--- config.mk ---
export PLATFORM = sky130hd
export DESIGN_NAME = alu_cmd_engine
export DESIGN_NICKNAME = d
export VERILOG_FILES = /design/src/rtl/alu_cmd_engine.sv
export SDC_FILE = /design/constraint.sdc
export NUM_CORES = 2
export LEC_CHECK = 0
export CAP_MARGIN = 5
export CORE_MARGIN = 3
export CORE_UTILIZATION = 35
export DETAILED_ROUTE_END_ITERATION = 12
export PLACE_DENSITY_LB_ADDON = 0.2
export SYNTH_ARGS = -nofsm -noshare
export SYNTH_HDL_FRONTEND = slang
export SYNTH_SLANG_ARGS = --single-unit
--- constraint.sdc ---
create_clock -name clk_i -period 8.1 [get_ports clk_i]
set_input_delay 1.62 -clock clk_i [delete_from_list [all_inputs] [get_ports clk_i]]
set_output_delay 1.62 -clock clk_i [all_outputs]
set_load 0.05 [all_outputs]
--- src/rtl/alu_cmd_engine.sv ---
// Byte-stream packet engine: ECHO pass-through plus multi-operand ADD/MUL/AND/OR/XOR
// reductions over OPERAND_BYTES-wide little-endian operands, with valid/ready on both streams.
module alu_cmd_engine #(
    parameter int OPERAND_BYTES = 4,
    parameter int LEN_WIDTH     = 16
) (
    input  logic       clk_i,
    input  logic       rst_ni,
    input  logic [7:0] rx_data_i,
    input  logic       rx_valid_i,
    output logic       rx_ready_o,
    output logic [7:0] tx_data_o,
    output logic       tx_valid_o,
    input  logic       tx_ready_i,
    output logic       busy_o
);

    localparam int W = 8 * OPERAND_BYTES;
    localparam logic [2:0] LAST_BYTE = 3'(OPERAND_BYTES - 1);

    localparam logic [7:0] OP_ECHO = 8'hEC;
    localparam logic [7:0] OP_ADD  = 8'hAD;
    localparam logic [7:0] OP_MUL  = 8'hA8;
    localparam logic [7:0] OP_AND  = 8'hA1;
    localparam logic [7:0] OP_OR   = 8'hA0;
    localparam logic [7:0] OP_XOR  = 8'hA9;

    typedef enum logic [3:0] {
        S_IDLE, S_RSVD, S_LEN_LO, S_LEN_HI, S_ECHO,
        S_OPERAND, S_COMPUTE, S_DRAIN, S_TX
    } state_t;

    state_t               state_q, state_d;
    logic [7:0]           op_q, op_d;
    logic [7:0]           len_lo_q, len_lo_d;
    logic [LEN_WIDTH-1:0] rem_q, rem_d;
    logic [2:0]           cnt_q, cnt_d;
    logic                 first_q, first_d;
    logic [W-1:0]         acc_q, acc_d;
    logic [W-1:0]         opnd_q, opnd_d;

    logic                 rx_ready_s;
    logic                 tx_valid_s;
    logic [7:0]           tx_data_s;
    logic [7:0]           tx_byte_s;
    logic                 rx_fire_s;
    logic                 tx_fire_s;
    logic [LEN_WIDTH-1:0] len_s;
    logic [LEN_WIDTH-1:0] pay_s;

    function automatic logic known_op(input logic [7:0] op);
        case (op)
            OP_ECHO, OP_ADD, OP_MUL, OP_AND, OP_OR, OP_XOR: known_op = 1'b1;
            default:                                       known_op = 1'b0;
        endcase
    endfunction

    function automatic logic [W-1:0] alu(input logic [7:0] op, input logic [W-1:0] a,
                                         input logic [W-1:0] b);
        case (op)
            OP_ADD:  alu = a + b;
            OP_MUL:  alu = a * b;
            OP_AND:  alu = a & b;
            OP_OR:   alu = a | b;
            OP_XOR:  alu = a ^ b;
            default: alu = a;
        endcase
    endfunction

    // Result byte selected by the shared byte counter while transmitting.
    always_comb begin
        tx_byte_s = 8'h00;
        for (int b = 0; b < OPERAND_BYTES; b++) begin
            if (cnt_q == 3'(b)) begin
                tx_byte_s = acc_q[b*8 +: 8];
            end else begin
                tx_byte_s = tx_byte_s;
            end
        end
    end

    // Stream handshake decode; only ECHO passes rx straight through to tx.
    always_comb begin
        rx_ready_s = 1'b0;
        tx_valid_s = 1'b0;
        tx_data_s  = 8'h00;
        case (state_q)
            S_IDLE, S_RSVD, S_LEN_LO, S_LEN_HI, S_OPERAND, S_DRAIN: begin
                rx_ready_s = 1'b1;
            end
            S_ECHO: begin
                rx_ready_s = tx_ready_i;
                tx_valid_s = rx_valid_i;
                tx_data_s  = rx_data_i;
            end
            S_TX: begin
                tx_valid_s = 1'b1;
                tx_data_s  = tx_byte_s;
            end
            default: begin
                rx_ready_s = 1'b0;
            end
        endcase
    end

    assign rx_ready_o = rx_ready_s & rst_ni;
    assign tx_valid_o = tx_valid_s;
    assign tx_data_o  = tx_data_s;
    assign busy_o     = (state_q != S_IDLE);
    assign rx_fire_s  = rx_valid_i & rx_ready_s;
    assign tx_fire_s  = tx_valid_s & tx_ready_i;
    assign len_s      = {rx_data_i, len_lo_q};
    assign pay_s      = (len_s >= LEN_WIDTH'(4)) ? (len_s - LEN_WIDTH'(4)) : '0;

    // Packet sequencing, operand assembly and accumulation.
    always_comb begin
        state_d  = state_q;
        op_d     = op_q;
        len_lo_d = len_lo_q;
        rem_d    = rem_q;
        cnt_d    = cnt_q;
        first_d  = first_q;
        acc_d    = acc_q;
        opnd_d   = opnd_q;
        case (state_q)
            S_IDLE: begin
                if (rx_fire_s && known_op(rx_data_i)) begin
                    op_d    = rx_data_i;
                    state_d = S_RSVD;
                end else begin
                    state_d = S_IDLE;
                end
            end
            S_RSVD: begin
                if (rx_fire_s) state_d = S_LEN_LO;
                else           state_d = S_RSVD;
            end
            S_LEN_LO: begin
                if (rx_fire_s) begin
                    len_lo_d = rx_data_i;
                    state_d  = S_LEN_HI;
                end else begin
                    state_d = S_LEN_LO;
                end
            end
            S_LEN_HI: begin
                if (rx_fire_s) begin
                    rem_d   = pay_s;
                    cnt_d   = 3'd0;
                    first_d = 1'b1;
                    acc_d   = '0;
                    if (op_q == OP_ECHO) begin
                        state_d = (pay_s == '0) ? S_IDLE : S_ECHO;
                    end else if (pay_s == '0) begin
                        state_d = S_TX;
                    end else if (pay_s < LEN_WIDTH'(OPERAND_BYTES)) begin
                        // Payload too short for even one operand: discard it, result stays 0.
                        state_d = S_DRAIN;
                    end else begin
                        state_d = S_OPERAND;
                    end
                end else begin
                    state_d = S_LEN_HI;
                end
            end
            S_ECHO: begin
                if (rem_q == '0) begin
                    state_d = S_IDLE;
                end else if (rx_fire_s) begin
                    rem_d   = rem_q - LEN_WIDTH'(1);
                    state_d = (rem_q == LEN_WIDTH'(1)) ? S_IDLE : S_ECHO;
                end else begin
                    state_d = S_ECHO;
                end
            end
            S_OPERAND: begin
                if (rx_fire_s) begin
                    for (int b = 0; b < OPERAND_BYTES; b++) begin
                        if (cnt_q == 3'(b)) opnd_d[b*8 +: 8] = rx_data_i;
                        else                opnd_d[b*8 +: 8] = opnd_q[b*8 +: 8];
                    end
                    rem_d = rem_q - LEN_WIDTH'(1);
                    if (cnt_q == LAST_BYTE) begin
                        cnt_d   = 3'd0;
                        state_d = S_COMPUTE;
                    end else begin
                        cnt_d = cnt_q + 3'd1;
                    end
                end else begin
                    state_d = S_OPERAND;
                end
            end
            S_COMPUTE: begin
                acc_d   = first_q ? opnd_q : alu(op_q, acc_q, opnd_q);
                first_d = 1'b0;
                if (rem_q == '0)                                  state_d = S_TX;
                else if (rem_q < LEN_WIDTH'(OPERAND_BYTES))       state_d = S_DRAIN;
                else                                              state_d = S_OPERAND;
            end
            S_DRAIN: begin
                if (rem_q == '0) begin
                    state_d = S_TX;
                end else if (rx_fire_s) begin
                    rem_d   = rem_q - LEN_WIDTH'(1);
                    state_d = (rem_q == LEN_WIDTH'(1)) ? S_TX : S_DRAIN;
                end else begin
                    state_d = S_DRAIN;
                end
            end
            S_TX: begin
                if (tx_fire_s) begin
                    if (cnt_q == LAST_BYTE) begin
                        cnt_d   = 3'd0;
                        state_d = S_IDLE;
                    end else begin
                        cnt_d = cnt_q + 3'd1;
                    end
                end else begin
                    state_d = S_TX;
                end
            end
            default: begin
                state_d = S_IDLE;
            end
        endcase
    end

    // State and datapath registers.
    always_ff @(posedge clk_i or negedge rst_ni) begin
        if (!rst_ni) begin
            state_q  <= S_IDLE;
            op_q     <= 8'h00;
            len_lo_q <= 8'h00;
            rem_q    <= '0;
            cnt_q    <= 3'd0;
            first_q  <= 1'b0;
            acc_q    <= '0;
            opnd_q   <= '0;
        end else begin
            state_q  <= state_d;
            op_q     <= op_d;
            len_lo_q <= len_lo_d;
            rem_q    <= rem_d;
            cnt_q    <= cnt_d;
            first_q  <= first_d;
            acc_q    <= acc_d;
            opnd_q   <= opnd_d;
        end
    end

endmodule
==> results.cfg <==
[route]
wire_per_inst_um = 25.24
num_vias = 20980
ant_nets = 0
firstDrtPassIters = 6
wl_mm = 95.06
route.detailed.drc = 0
drtIter0Drc = 1929
vias_per_cell = 5.568

[global_route]
grt_pass1_wl_mm = 142.9
grt_overflow_total = 0
grt_max_degree = 63
first_global_vias = 21840
grtUsageTotal_pct = 27.33
antenna_found_initial = 3

[synth]
synth-xor-area-share_pct = 3.792
synthesis.nets = 3502
netlist_instances = 2886
synth_top_family_by_area = adder cells
synth_warnings = 0
yosysTopAreaCell = fa_1
synthSimpleGateAreaFrac_pct = 16.61
synthMuxAreaShare_pct = 1.030
synth_top_flop_cell = dfrtp_1
synth_cell_types = 86
synthArstFlopShare_pct = 100.0
ys_top_cells_by_area = fa_1, dfrtp_1, ha_1
ys_seq_area_share_pct = 10.99
synth_area_um2 = 23690
synth-compound-area-share_pct = 12.71
synth.top_cell.area_share_pct = 34.56
ys_ff_latch = 104
synth-adder-area-share_pct = 44.86
synth-edff-count = 0
synth.most_common_cell = inv_1
synth.avg_cell_area_um2 = 8.209
synthTopCellsByCount = inv_1, nor2_1, fa_1

[critical_path]
critPathKind = flip-flop to flip-flop
crit_slowest_cell = fa_1
crit_buf_inv = 6
arrival_ps = 8130
path_cells = inv_1, buf_4, nor2_1, fa_1, inv_1, fa_1, inv_1, fa_1, inv_1, fa_1, inv_1, fa_1, fa_1, fa_1, fa_1, ha_1, and3_1, a22o_1, a31oi_1, a211oi_1, or4_1, a31oi_1, o32ai_1
cp_slowest_stage_delay_ps = 590
worst_path_most_repeated_cell = fa_1
crit_family = adder cells
worstPathRequired_ps = 8330
endpoint_kind = flip-flop
start_kind = flip-flop
critPathMaxFanout = 9

[sta]
rsz0062_at_grt = false
worst_pin_slew_ps = 1045
finalCritPeriodShare_pct = 97.54
fin_crit_ps = 7901
slew_headroom_pct = 30.13
skew_ps = 20.52
fin_setup_tns_ps = 0
maxSlewViolCount = 0
max_freq_ghz = 0.1266
setup_viol = 0
hold_viol = 0

[finish]
n_antenna_cell = 0
syn2layout_area_growth_pct = 8.767
drive_gt1_share_pct = 6.683
final_nets = 3514
layoutNonFillerInstCount = 3767
final_core_util_pct = 38.78

[cts]
cts-root-buf = clkbuf_16
cts_tree = yes
cts_buffers = 9
cts_sinks = 104
htree_levels = 3
clk_pin_slew_ps = 90
clk-insertion-delay-late_ps = 400
clk_path_buf_depth = 2

[floorplan]
core_area_um2 = 66450
die_area_um2 = 70840
io_pins = 23
initial_core_util_pct = 35.65
num_rows = 94
dieWidth_um = 266.2
die_height_um = 266.2

[worst_hold_path]
min_path_type = flip-flop to flip-flop

[placed_design]
hpwl_mm = 75.14
place_inst = 3744
port_buffers = 22
gp_congestion = 0.9925

[run]
cap_violations = 0

[run_status]
status = completed
## state kept, by name, summed over array words and instances, names as in the netlist
name / flops
acc_q: 32
cnt_q: 3
first_q: 1
len_lo_q: 8
op_q: 8
opnd_q: 32
rem_q: 16
state_q: 4
## layer usage
layer  global-route usage (%)  wire length [µm]
met1                    37.09             39570
met2                    42.48             41470
met3                    5.901              9521
met4                    11.29              4502
met5                        0                 0
## worst reg2reg max path, delay by kind of cell, from the launching register on
kind / cells / cell delay, ps
buffers and inverters: 6 / 1100
adders and majority gates: 9 / 4090
AOI/OAI and AO/OA: 5 / 1220
DFF: 1 / 400
and+or+nand+nor: 3 / 940
## cell type report
type,count,area (µm²)
clock buffer,9,225.2
inverter,473,1790
tap,864,1081
sequential,104,2604
multi-input combinational,2154,18750
clock inverter,7,85.08
timing repair buffer,156,1236
fill,6793,40680
## cells by family after synthesis
| group | after synthesis |
|---|---|
| muxes | 23 |
| DFF | 104 |
| and+or+nand+nor | 949 |
| AOI/OAI and AO/OA | 477 |
| adders and majority gates | 604 |
| xor gates and xnor gates | 101 |
| buffers and inverters | 628 |
## metrics by stage
step | area (µm²) | hold WS (ps) | setup WS, ps
after global routing | 25770 | 518.9 | 29.13
after floorplan | 23690 | 439.4 | 1085
after global placement | 25380 | 451.4 | 260.3
final | 25770 | 477.3 | 199.1
after detailed placement | 25380 | 457.6 | 189.5
after CTS | 25690 | 479.0 | 125.1
## path summary, 6_finish.rpt
check | from | endpoint | slack [ps] | cells after the start
max | acc_q[7]$_DFFE_PN0P_ | acc_q[28]$_DFFE_PN0P_ | 200 | 23
min | op_q[5]$_DFFE_PN0P_ | op_q[5]$_DFFE_PN0P_ | 480 | 1
max reg2reg | acc_q[7]$_DFFE_PN0P_ | acc_q[28]$_DFFE_PN0P_ | 200 | 23
min reg2reg | op_q[5]$_DFFE_PN0P_ | op_q[5]$_DFFE_PN0P_ | 480 | 1
max in group asynchronous | rst_ni | acc_q[9]$_DFFE_PN0P_ | 5410 | 2
min in group asynchronous | rst_ni | acc_q[25]$_DFFE_PN0P_ | 1250 | 1
## cell usage in the layout, fill, tap and decap left out, drive strengths merged, types with 5 or more instances in the layout
cell,n
inv,458
nor2,443
fa,409
nand2,349
ha,195
o21ai,140
buf,135
a21oi,133
dfrtp,104
xnor2,69
nor3,37
xor2,31
nand3,25
a211oi,23
clkdlybuf4s50,21
a21o,20
nand2b,18
o22ai,17
clkinv,17
a31oi,14
and3,13
a22o,12
mux2i,12
o211ai,12
or3,11
mux2,11
a221oi,11
o31ai,11
a2111oi,10
and2,10
nor2b,9
o21a,9
clkbuf,9
o21bai,8
a22oi,8
nor4,8
nand4,7
clkinvlp,5
or4,5
o221ai,5
## what timing repair did
action	CTS	global route
gates resized for setup	0	6
hold buffers	0	0
setup endpoints to repair	0	2
setup buffers	0	7
Power is left out: the tool's default activity adds up to more than one toggle a clock period on the data nets, which glitch-free logic cannot reach.
